File: src/rtl/alu_flag_arbiter.sv
// alu_flag_arbiter
// Round-robin arbiter/sequencer sharing one SET_FLAG compare/flag unit between NREQ requesters.
// One request is accepted at a time. Its operands are held on the shared unit for EXEC_CYCLES
// cycles. Result/Flag are then captured and returned on a valid/ready response channel.
//
// Ports:
//   clk, reset_n            clock (rising edge), asynchronous active-low reset
//   req_valid/req_ready     per-requester request valid / one-hot accept strobe
//   req_in1/req_in2         flattened operands, requester i at [i*DATA_W +: DATA_W]
//   alu_in1/alu_in2         registered operands to the shared unit
//   alu_result/alu_flag     combinational Result/Flag from the shared unit
//   rsp_valid/rsp_ready     response handshake; rsp_id/rsp_result/rsp_flag payload
//   last_flag               Flag of the last captured operation
//   busy                    high whenever not idle
//   rsp_timeout             one-cycle pulse when a response is dropped
//
// Optional feature: define ALU_ARB_TIMEOUT_EN to drop a response that is not accepted within
// TIMEOUT cycles. Without it the response waits indefinitely and rsp_timeout is tied low.
module alu_flag_arbiter #(
   parameter int unsigned DATA_W      = 32,
   parameter int unsigned NREQ        = 4,
   parameter int unsigned ID_W        = 2,
   parameter int unsigned EXEC_CYCLES = 1,
   parameter int unsigned TIMEOUT     = 16
) (
   input  logic                   clk,
   input  logic                   reset_n,
   input  logic [NREQ-1:0]        req_valid,
   input  logic [NREQ*DATA_W-1:0] req_in1,
   input  logic [NREQ*DATA_W-1:0] req_in2,
   output logic [NREQ-1:0]        req_ready,
   output logic [DATA_W-1:0]      alu_in1,
   output logic [DATA_W-1:0]      alu_in2,
   input  logic [DATA_W-1:0]      alu_result,
   input  logic [3:0]             alu_flag,
   output logic                   rsp_valid,
   input  logic                   rsp_ready,
   output logic [ID_W-1:0]        rsp_id,
   output logic [DATA_W-1:0]      rsp_result,
   output logic [3:0]             rsp_flag,
   output logic [3:0]             last_flag,
   output logic                   busy,
   output logic                   rsp_timeout
);

   typedef enum logic [1:0] {StIdle, StExec, StResp} state_e;

   state_e              state_q, state_d;
   logic [ID_W-1:0]     ptr_q, ptr_d;
   logic [ID_W-1:0]     id_q, id_d;
   logic [DATA_W-1:0]   op1_q, op1_d;
   logic [DATA_W-1:0]   op2_q, op2_d;
   logic [DATA_W-1:0]   res_q, res_d;
   logic [3:0]          flag_q, flag_d;
   logic [3:0]          last_q, last_d;
   logic [3:0]          cnt_q, cnt_d;
   logic                grant_vld;
   logic [ID_W-1:0]     grant_id;

   // A zero limit would drop every response on its first cycle; TIMEOUT must be at least 1.
   if (TIMEOUT == 0) begin : g_timeout_zero_unsupported
   end

   // (base + off) mod NREQ, with base < NREQ and off < NREQ.
   function automatic logic [ID_W-1:0] wrap_add(input logic [ID_W-1:0] base, input int off);
      int s;
      s = int'(32'(base)) + off;
      if (s >= int'(NREQ)) s = s - int'(NREQ);
      return ID_W'(s);
   endfunction

   // Round-robin search: walk offsets downward so the smallest offset from ptr wins.
   always_comb begin
      grant_vld = 1'b0;
      grant_id  = '0;
      for (int i = int'(NREQ) - 1; i >= 0; i--) begin
         if (req_valid[wrap_add(ptr_q, i)]) begin
            grant_vld = 1'b1;
            grant_id  = wrap_add(ptr_q, i);
         end
      end
   end

`ifdef ALU_ARB_TIMEOUT_EN
   localparam int unsigned TmoW = (TIMEOUT > 1) ? $clog2(TIMEOUT) : 1;
   logic [TmoW-1:0] tmo_q, tmo_d;
   logic            pulse_q, pulse_d;
`endif

   always_comb begin
      state_d   = state_q;
      ptr_d     = ptr_q;
      id_d      = id_q;
      op1_d     = op1_q;
      op2_d     = op2_q;
      res_d     = res_q;
      flag_d    = flag_q;
      last_d    = last_q;
      cnt_d     = cnt_q;
      req_ready = '0;
`ifdef ALU_ARB_TIMEOUT_EN
      tmo_d     = '0;
      pulse_d   = 1'b0;
`endif
      unique case (state_q)
         StIdle: begin
            // Gated by reset_n so no accept strobe is shown while reset holds the FSM.
            if (grant_vld && reset_n) begin
               req_ready[grant_id] = 1'b1;
               id_d    = grant_id;
               op1_d   = req_in1[32'(grant_id)*DATA_W +: DATA_W];
               op2_d   = req_in2[32'(grant_id)*DATA_W +: DATA_W];
               cnt_d   = 4'(EXEC_CYCLES);
               state_d = StExec;
            end
         end
         StExec: begin
            if (cnt_q == 4'd1) begin
               res_d   = alu_result;
               flag_d  = alu_flag;
               last_d  = alu_flag;
               state_d = StResp;
            end else begin
               cnt_d = cnt_q - 4'd1;
            end
         end
         StResp: begin
            if (rsp_ready) begin
               ptr_d   = wrap_add(id_q, 1);
               state_d = StIdle;
            end
`ifdef ALU_ARB_TIMEOUT_EN
            else if (tmo_q == TmoW'(TIMEOUT - 1)) begin
               ptr_d   = wrap_add(id_q, 1);
               pulse_d = 1'b1;
               state_d = StIdle;
            end else begin
               tmo_d = tmo_q + 1'b1;
            end
`endif
         end
         default: state_d = StIdle;
      endcase
   end

   always_ff @(posedge clk or negedge reset_n) begin
      if (!reset_n) begin
         state_q <= StIdle;
         ptr_q   <= '0;
         id_q    <= '0;
         op1_q   <= '0;
         op2_q   <= '0;
         res_q   <= '0;
         flag_q  <= '0;
         last_q  <= '0;
         cnt_q   <= '0;
      end else begin
         state_q <= state_d;
         ptr_q   <= ptr_d;
         id_q    <= id_d;
         op1_q   <= op1_d;
         op2_q   <= op2_d;
         res_q   <= res_d;
         flag_q  <= flag_d;
         last_q  <= last_d;
         cnt_q   <= cnt_d;
      end
   end

`ifdef ALU_ARB_TIMEOUT_EN
   always_ff @(posedge clk or negedge reset_n) begin
      if (!reset_n) begin
         tmo_q   <= '0;
         pulse_q <= 1'b0;
      end else begin
         tmo_q   <= tmo_d;
         pulse_q <= pulse_d;
      end
   end
   assign rsp_timeout = pulse_q;
`else
   assign rsp_timeout = 1'b0;
`endif

   assign alu_in1    = op1_q;
   assign alu_in2    = op2_q;
   assign rsp_valid  = (state_q == StResp);
   assign rsp_id     = id_q;
   assign rsp_result = res_q;
   assign rsp_flag   = flag_q;
   assign last_flag  = last_q;
   assign busy       = (state_q != StIdle);

endmodule

File: config.mk
export PLATFORM = sky130hd
export DESIGN_NAME = alu_flag_arbiter
export DESIGN_NICKNAME = d
export VERILOG_FILES = /design/src/rtl/alu_flag_arbiter.sv
export SDC_FILE = /design/constraint.sdc
export NUM_CORES = 1
export LEC_CHECK = 0
export CAP_MARGIN = 20
export CORE_AREA = 2 2 161 163
export CTS_BUF_LIST = sky130_fd_sc_hd__clkbuf_16
export DETAILED_ROUTE_END_ITERATION = 16
export DIE_AREA = 0 0 163 165
export PLACE_DENSITY = 0.56
export RECOVER_POWER = 50
export SETUP_SLACK_MARGIN = 0.1
export SYNTH_ARGS = -nofsm -noshare
export SYNTH_HDL_FRONTEND = slang
export SYNTH_SLANG_ARGS = --single-unit
File: constraint.sdc
create_clock -name clk -period 4.3 [get_ports clk]
set_clock_uncertainty 0.2 [all_clocks]
set_input_delay 1.075 -clock clk [delete_from_list [all_inputs] [get_ports clk]]
set_output_delay 1.075 -clock clk [all_outputs]
set_load 0.01 [all_outputs]
==> out/metrics.yaml, run 1 <==
status: "finished with violations"
violations: "max-capacitance violations, max-slew violations"
drc: 0
path_depth: 6
hold_viol_final: 0
fp.dieH_um: 165
critPathTopFamily: "buffers and inverters"
setup.worst_path.end: "req_ready[1]"
synth_area_sq_mm: 0.00590
maxCapViolations: 2
reg2regPathDepth: 5
slew_headroom_pct: -38.2
ys_seq_elements: 110
clockBufferDepth: 2
peakVddDrop_mv: 0.263
synth_cells: 502
ys.flop_type: "dfrtp_1"
wl_mm: 23.0
die_w_um: 163
leakagePower_nw: 4.79
synth_edf_count: 0
whs_ps: 284
antenna_found_initial: 1
fmax_mhz: 250
synth_top_area_cell: "dfrtp_1"
grt_max_degree: 69
crit_start: "req_valid[1]"
drtIter0Drc: 191
path_class: "in -> out"
drt_pass1_iterations: 4
cp-start-kind: "input port"
synth_area_per_cell_sq_um: 11.7
post-route-period-util_pct: 92.9
yosys_warnings: 0
die_area_sq_mm: 0.0269
yosysSeqAreaShare_pct: 46.7
min_period_ps: 3990
cts-root-buf: "clkbuf_16"
path_cells: "clkdlybuf4s50_1 -> a21oi_1 -> or3_1 -> o221a_2 -> nor3_1 -> dlygate4sd2_1"
cts_max_level: 3
grt_setup_unrepaired: "no"
crit_buf_inv: 2
critPathMaxStageDelay_ps: 590
drtAntennaViolNets: 0
setup_tns_ps: 0
grt_pass1_vias: 5623
area_growth_pct: 79.4
reg2reg_to: "rsp_result[9]"
cts_tree: "yes"
worst_slew_pin_slew_ps: 2070
track_usage_pct: 16.3
avgViaCountPerCell: 4.52
synth_nets: 803
finalMaxSlewViolations: 98
p_total_mw: 5.98
via_count: 5553
cts_hold_buf: 0
slowest_stage: "clkdlybuf4s50_1"
overflow: 0
final_cell_mix: "clkdlybuf4s50_1, mux2i_1, dfrtp_1"
portBuffers: 410
yosys-top-cells-area: "dfrtp_1, mux2i_1, o221ai_1"
r2r_setup_slack_ps: 1220
arrival_ps: 2720
ys_types: 37
initial_utilization_pct: 23.6
clkLatencyLatePin_ps: 350
fillers: 2428
dpl.hpwl_mm: 16.9
core_area_sq_mm: 0.0250
post_drt_wl_per_cell_um: 18.7
setup_violations: 0
ios: 412
async_reset_ff_share_pct: 100
cts-buffers-inserted: 9
required_ps: 3020
rows: 58
regToRegStartpoint: "cnt_q[0]"
drive_above_1_share_pct: 8.47
clkSinkCount: 110
grt_pass1_wl_mm: 33.5
clk_pin_slew_ps: 90
final_common_cell: "clkdlybuf4s50_1"
synth_top_area_share_pct: 46.7
end_kind: "primary output"
crit_fanout: 5
p_per_area_mw_per_mm2: 565
nNetsFinal: 1193
gp_congestion: 0.772
hp-class: "reg -> reg"
[worst min path at each step]
stage | from | end | slack [ps] | depth (start not counted)
floorplan | cnt_q[3] | cnt_q[3] | 310 | 2
global placement | alu_in2[13] | alu_in2[13] | 270 | 2
detailed placement | alu_in1[10] | alu_in1[10] | 270 | 2
CTS | alu_in1[4] | alu_in1[4] | 300 | 2
global route | alu_in1[21] | alu_in1[21] | 310 | 2
finish | alu_in1[4] | alu_in1[4] | 280 | 2
[where the power goes]
group | switching [mW] | internal [mW]
Sequential | 0.269 | 1.54
Clock | 0.495 | 0.435
Combinational | 1.47 | 1.77
Total | 2.23 | 3.74
[tightest hold or removal path, stage by stage, from the launching register on]
cell,delay [ps]
dfrtp_1,340
nand2_1,50
o221ai_1,60
[state kept, by name, summed over array words and instances, names as in the netlist]
signal and cells:
rsp_id 2, ptr_q 2, cnt_q 4, rsp_result 32
alu_in1 32, alu_in2 32, state_q 2, last_flag 4
[final cells by class]
class / instances / area (sq um) / area share [%]
Sequential cell: 110 / 2750 / 26.0
Inverter: 8 / 30.0 / 0.284
Tap cell: 330 / 413 / 3.90
Clock buffer: 9 / 225 / 2.13
Clock inverter: 7 / 101 / 0.958
Antenna cell: 1 / 2.50 / 0.0236
Timing Repair Buffer: 422 / 4200 / 39.7
Multi-Input combinational cell: 341 / 2860 / 27.0
[logic make-up (layout without fill, tap and decap cells)]
group | Yosys count | after routing | share of synthesized area, %
other | 1 | 2 | 0.0636
DFF | 110 | 110 | 46.7
AOI/OAI and AO/OA | 77 | 77 | 11.7
and+or+nand+nor | 93 | 93 | 6.66
muxes | 165 | 165 | 28.8
xor gates and xnor gates | 3 | 3 | 0.446
adders and majority gates | 2 | 2 | 0.424
buffers and inverters | 51 | 446 | 5.22
[routing by layer]
layer	part of all wire (%)	up-vias	global-route usage [%]
li1	-	2653	-
met1	39	2627	18.9
met2	50	253	28.9
met3	9.1	20	5.02
met4	1.6	0	4.83
met5	0	-	0
[cells in the mapped netlist (2+ instances only)]
| library cell | n |
|---|---|
| nor2_1 | 6 |
| clkbuf_1 | 10 |
| o21ai_0 | 4 |
| buf_6 | 10 |
| inv_1 | 7 |
| dfrtp_1 | 110 |
| o221ai_1 | 64 |
| ha_1 | 2 |
| buf_2 | 18 |
| xnor2_1 | 2 |
| nor3_1 | 4 |
| mux2_2 | 37 |
| buf_4 | 5 |
| nand2_1 | 73 |
| mux2i_1 | 128 |
[what timing repair did]
| action | 4_1_cts | 5_1_grt |
|---|---|---|
| endpoints found under the hold margin | 0 | 0 |
| setup buffers | 0 | 0 |
| endpoints found under the setup margin | 2 | 2 |
| gates resized for setup | 2 | 6 |
| pin swaps | 0 | 1 |
[through the flow]
stage               cells  worst slack [ps]  instance area (sq um)  utilization (%)
CTS                  1227               106                  10600             42.3
global route         1228               226                  10600             42.3
global placement     1211              71.5                  10300             41.0
detailed placement   1211              69.4                  10300             41.0
floorplan             502               838                   5900                -
finish               1228               306                  10600             42.3
Power figures use the tool's default switching activity.
==> run 2, diff against run 1 <==
--- a/config.mk
+++ b/config.mk
@@ -8,9 +8,10 @@
 export CAP_MARGIN = 20
 export CORE_AREA = 2 2 161 163
 export CTS_BUF_LIST = sky130_fd_sc_hd__clkbuf_16
+export CTS_CLUSTER_DIAMETER = 80
 export DETAILED_ROUTE_END_ITERATION = 16
 export DIE_AREA = 0 0 163 165
-export PLACE_DENSITY = 0.56
+export PLACE_DENSITY = 0.58
 export RECOVER_POWER = 50
 export SETUP_SLACK_MARGIN = 0.1
 export SYNTH_ARGS = -nofsm -noshare
==> constraint.sdc (replaced) <==
create_clock -name clk -period 3.25 [get_ports clk]
set_clock_uncertainty 0.2 [all_clocks]
set_input_delay 0.4875 -clock clk [delete_from_list [all_inputs] [get_ports clk]]
set_output_delay 0.4875 -clock clk [all_outputs]
set_load 0.01 [all_outputs]
==> run 2 against run 1 <==
  * The run still ends with max-capacitance violations, max-slew violations left
  * Worst hold slack hardly changed
  * Via count is 0.16% lower
  * Sequential power is 33% higher
  * Sequential cell count stayed put
  * Worst setup slack worse by 150 ps
  * Non-clock buffer count stayed put
  * Sequential share of layout area hardly changed
  * Critical path type unchanged
==> out/metrics.yaml, run 2 (same netlist as run 1, synthesis figures left out) <==
via_count: 5544  # -0.16%
reg2regPathDepth: 6  # +1
initial_utilization_pct: 23.6  # unchanged
rows: 58  # unchanged
drive_above_1_share_pct: 8.36  # -0.11 points
drt_pass1_iterations: 4  # unchanged
cts_tree: "yes"
reg2reg_to: "rsp_result[22]"
worst_slew_pin_slew_ps: 2370  # +296 ps
fmax_mhz: 323
fp.dieH_um: 165  # unchanged
cts-buffers-inserted: 9  # unchanged
post-route-period-util_pct: 95.2
drtIter0Drc: 232  # +21%
num_antenna_cells: 0  # -1
ios: 412  # unchanged
core_area_sq_mm: 0.0250  # unchanged
status: "finished with violations"
clk_pin_slew_ps: 80  # about the same
die_area_sq_mm: 0.0269  # unchanged
avgViaCountPerCell: 4.52  # about the same
end_kind: "primary output"
required_ps: 2560  # -460 ps
fillers: 2429  # +0.041%
grt_setup_unrepaired: "no"
hold_viol_final: 0  # unchanged
final_common_cell: "clkdlybuf4s50_1"
setup.worst_path.end: "req_ready[0]"
clkSinkCount: 110  # unchanged
cts-root-buf: "clkbuf_16"
maxCapViolations: 2  # unchanged
area_growth_pct: 79.7
finalMaxSlewViolations: 112  # +14%
r2r_setup_slack_ps: 750  # -470 ps
hp-class: "reg -> reg"
path_class: "in -> out"
portBuffers: 410  # unchanged
timing.final.ws_setup_ps: 157  # -149 ps
drtAntennaViolNets: 0  # unchanged
final_cell_mix: "clkdlybuf4s50_1, mux2i_1, dfrtp_1"
peakVddDrop_mv: 0.377  # +44%
setup_violations: 0  # unchanged
post_drt_wl_per_cell_um: 18.5  # -1.3%
grt_pass1_vias: 5696  # +1.3%
crit_start: "req_valid[1]"
dpl.hpwl_mm: 17.2  # +1.4%
cts_max_level: 3  # unchanged
cp-start-kind: "input port"
track_usage_pct: 16.2  # -0.15 points
violations: "max-capacitance violations, max-slew violations"
clkLatencyLatePin_ps: 350  # about the same
leakagePower_nw: 4.75  # -0.85%
regToRegStartpoint: "cnt_q[1]"
slew_headroom_pct: -57.9  # -20 points
antenna_found_initial: 0  # -1
cts_hold_buf: 0  # unchanged
hold_start: "alu_in2[4]"
dp_slack_ps: 139  # +69.4 ps
wl_mm: 22.7  # -1.3%
grt_max_degree: 72  # +4.3%
drc: 0  # unchanged
arrival_ps: 2410  # -310 ps
die_w_um: 163  # unchanged
gp_congestion: 0.774  # +0.26%
crit_fanout: 5  # unchanged
nNetsFinal: 1193  # unchanged
min_period_ps: 3090
grt_pass1_wl_mm: 32.9  # -1.9%
setup_tns_ps: 0  # unchanged
p_per_area_mw_per_mm2: 748  # +32%
clockBufferDepth: 2  # unchanged
overflow: 0  # unchanged
==> run 2: cell count changes in the layout (fill, tap and decap cells not counted), sizes merged <==
cell	delta
clkinv	+1
diode	-1
inv	-2
clkinvlp	+1
dlymetal6s2s	-1
dlygate4sd2	-2
clkdlybuf4s50	+19
dlygate4sd3	-16
==> run 2: metrics by stage <==
| step | utilization, % | area (sq um) | instances | hold WS, ps | total power, mW |
|---|---|---|---|---|---|
| 2_1_floorplan | - | 5900 | 502 | -8.09 | 4.75 |
| 3_3_place_gp | 41.1 | 10300 | 1211 | 268 | 6.93 |
| 3_5_place_dp | 41.1 | 10300 | 1211 | 272 | 6.97 |
| 4_1_cts | 42.3 | 10600 | 1227 | 47.7 | 8.21 |
| 5_1_grt | 42.3 | 10600 | 1227 | 298 | 8.47 |
| 6_report | 42.3 | 10600 | 1227 | 284 | 7.93 |
==> run 2: worst max-delay path, cell delays in order <==
cell             delay (ps)
clkdlybuf4s50_1         560
a21oi_1                  50
or3_1                   370
o221a_2                 170
nor3_1                  200
clkdlybuf4s50_1         560
==> run 2: power by group <==
group	internal [mW]	leakage [nW]	switching, mW
clock network	0.564	0.151	0.631
registers	2.04	1.34	0.371
logic	2.39	3.26	1.94
==> run 2: worst min path at each step <==
stage | end | cells past startpoint | slack, ps
6_report | alu_in2[4] | 2 | 280
5_1_grt | alu_in2[20] | 2 | 300
4_1_cts | alu_in1[31] | 2 | 50
3_5_place_dp | alu_in2[24] | 2 | 270
3_3_place_gp | alu_in2[31] | 2 | 270
2_1_floorplan | alu_in1[0] | 0 | -8
==> run 2: layout make-up <==
cell class | count | area, sq um | share of cell area, %
well taps | 330 | 413 | 3.90
repair buffers | 422 | 4230 | 39.9
inverters | 8 | 30.0 | 0.283
multi-input cells | 341 | 2860 | 26.9
clock buffers | 9 | 225 | 2.13
flip-flops and latches | 110 | 2750 | 26.0
clock inverters | 7 | 95.1 | 0.897
==> run 2: repair_timing <==
action                     in CTS  in global routing
setup endpoints to repair       0                  2
resized for setup               0                  3
setup buffers                   0                  0
==> run 2: layer usage <==
| metal | vias to the layer above | GRT usage [%] | share of wire, % |
|---|---|---|---|
| met2 | 247 | 29.3 | 51 |
| met4 | 0 | 4.91 | 2.0 |
| li1 | 2657 | - | - |
| met1 | 2618 | 18.5 | 38 |
| met3 | 22 | 4.39 | 8.3 |
| met5 | - | 0 | 0 |
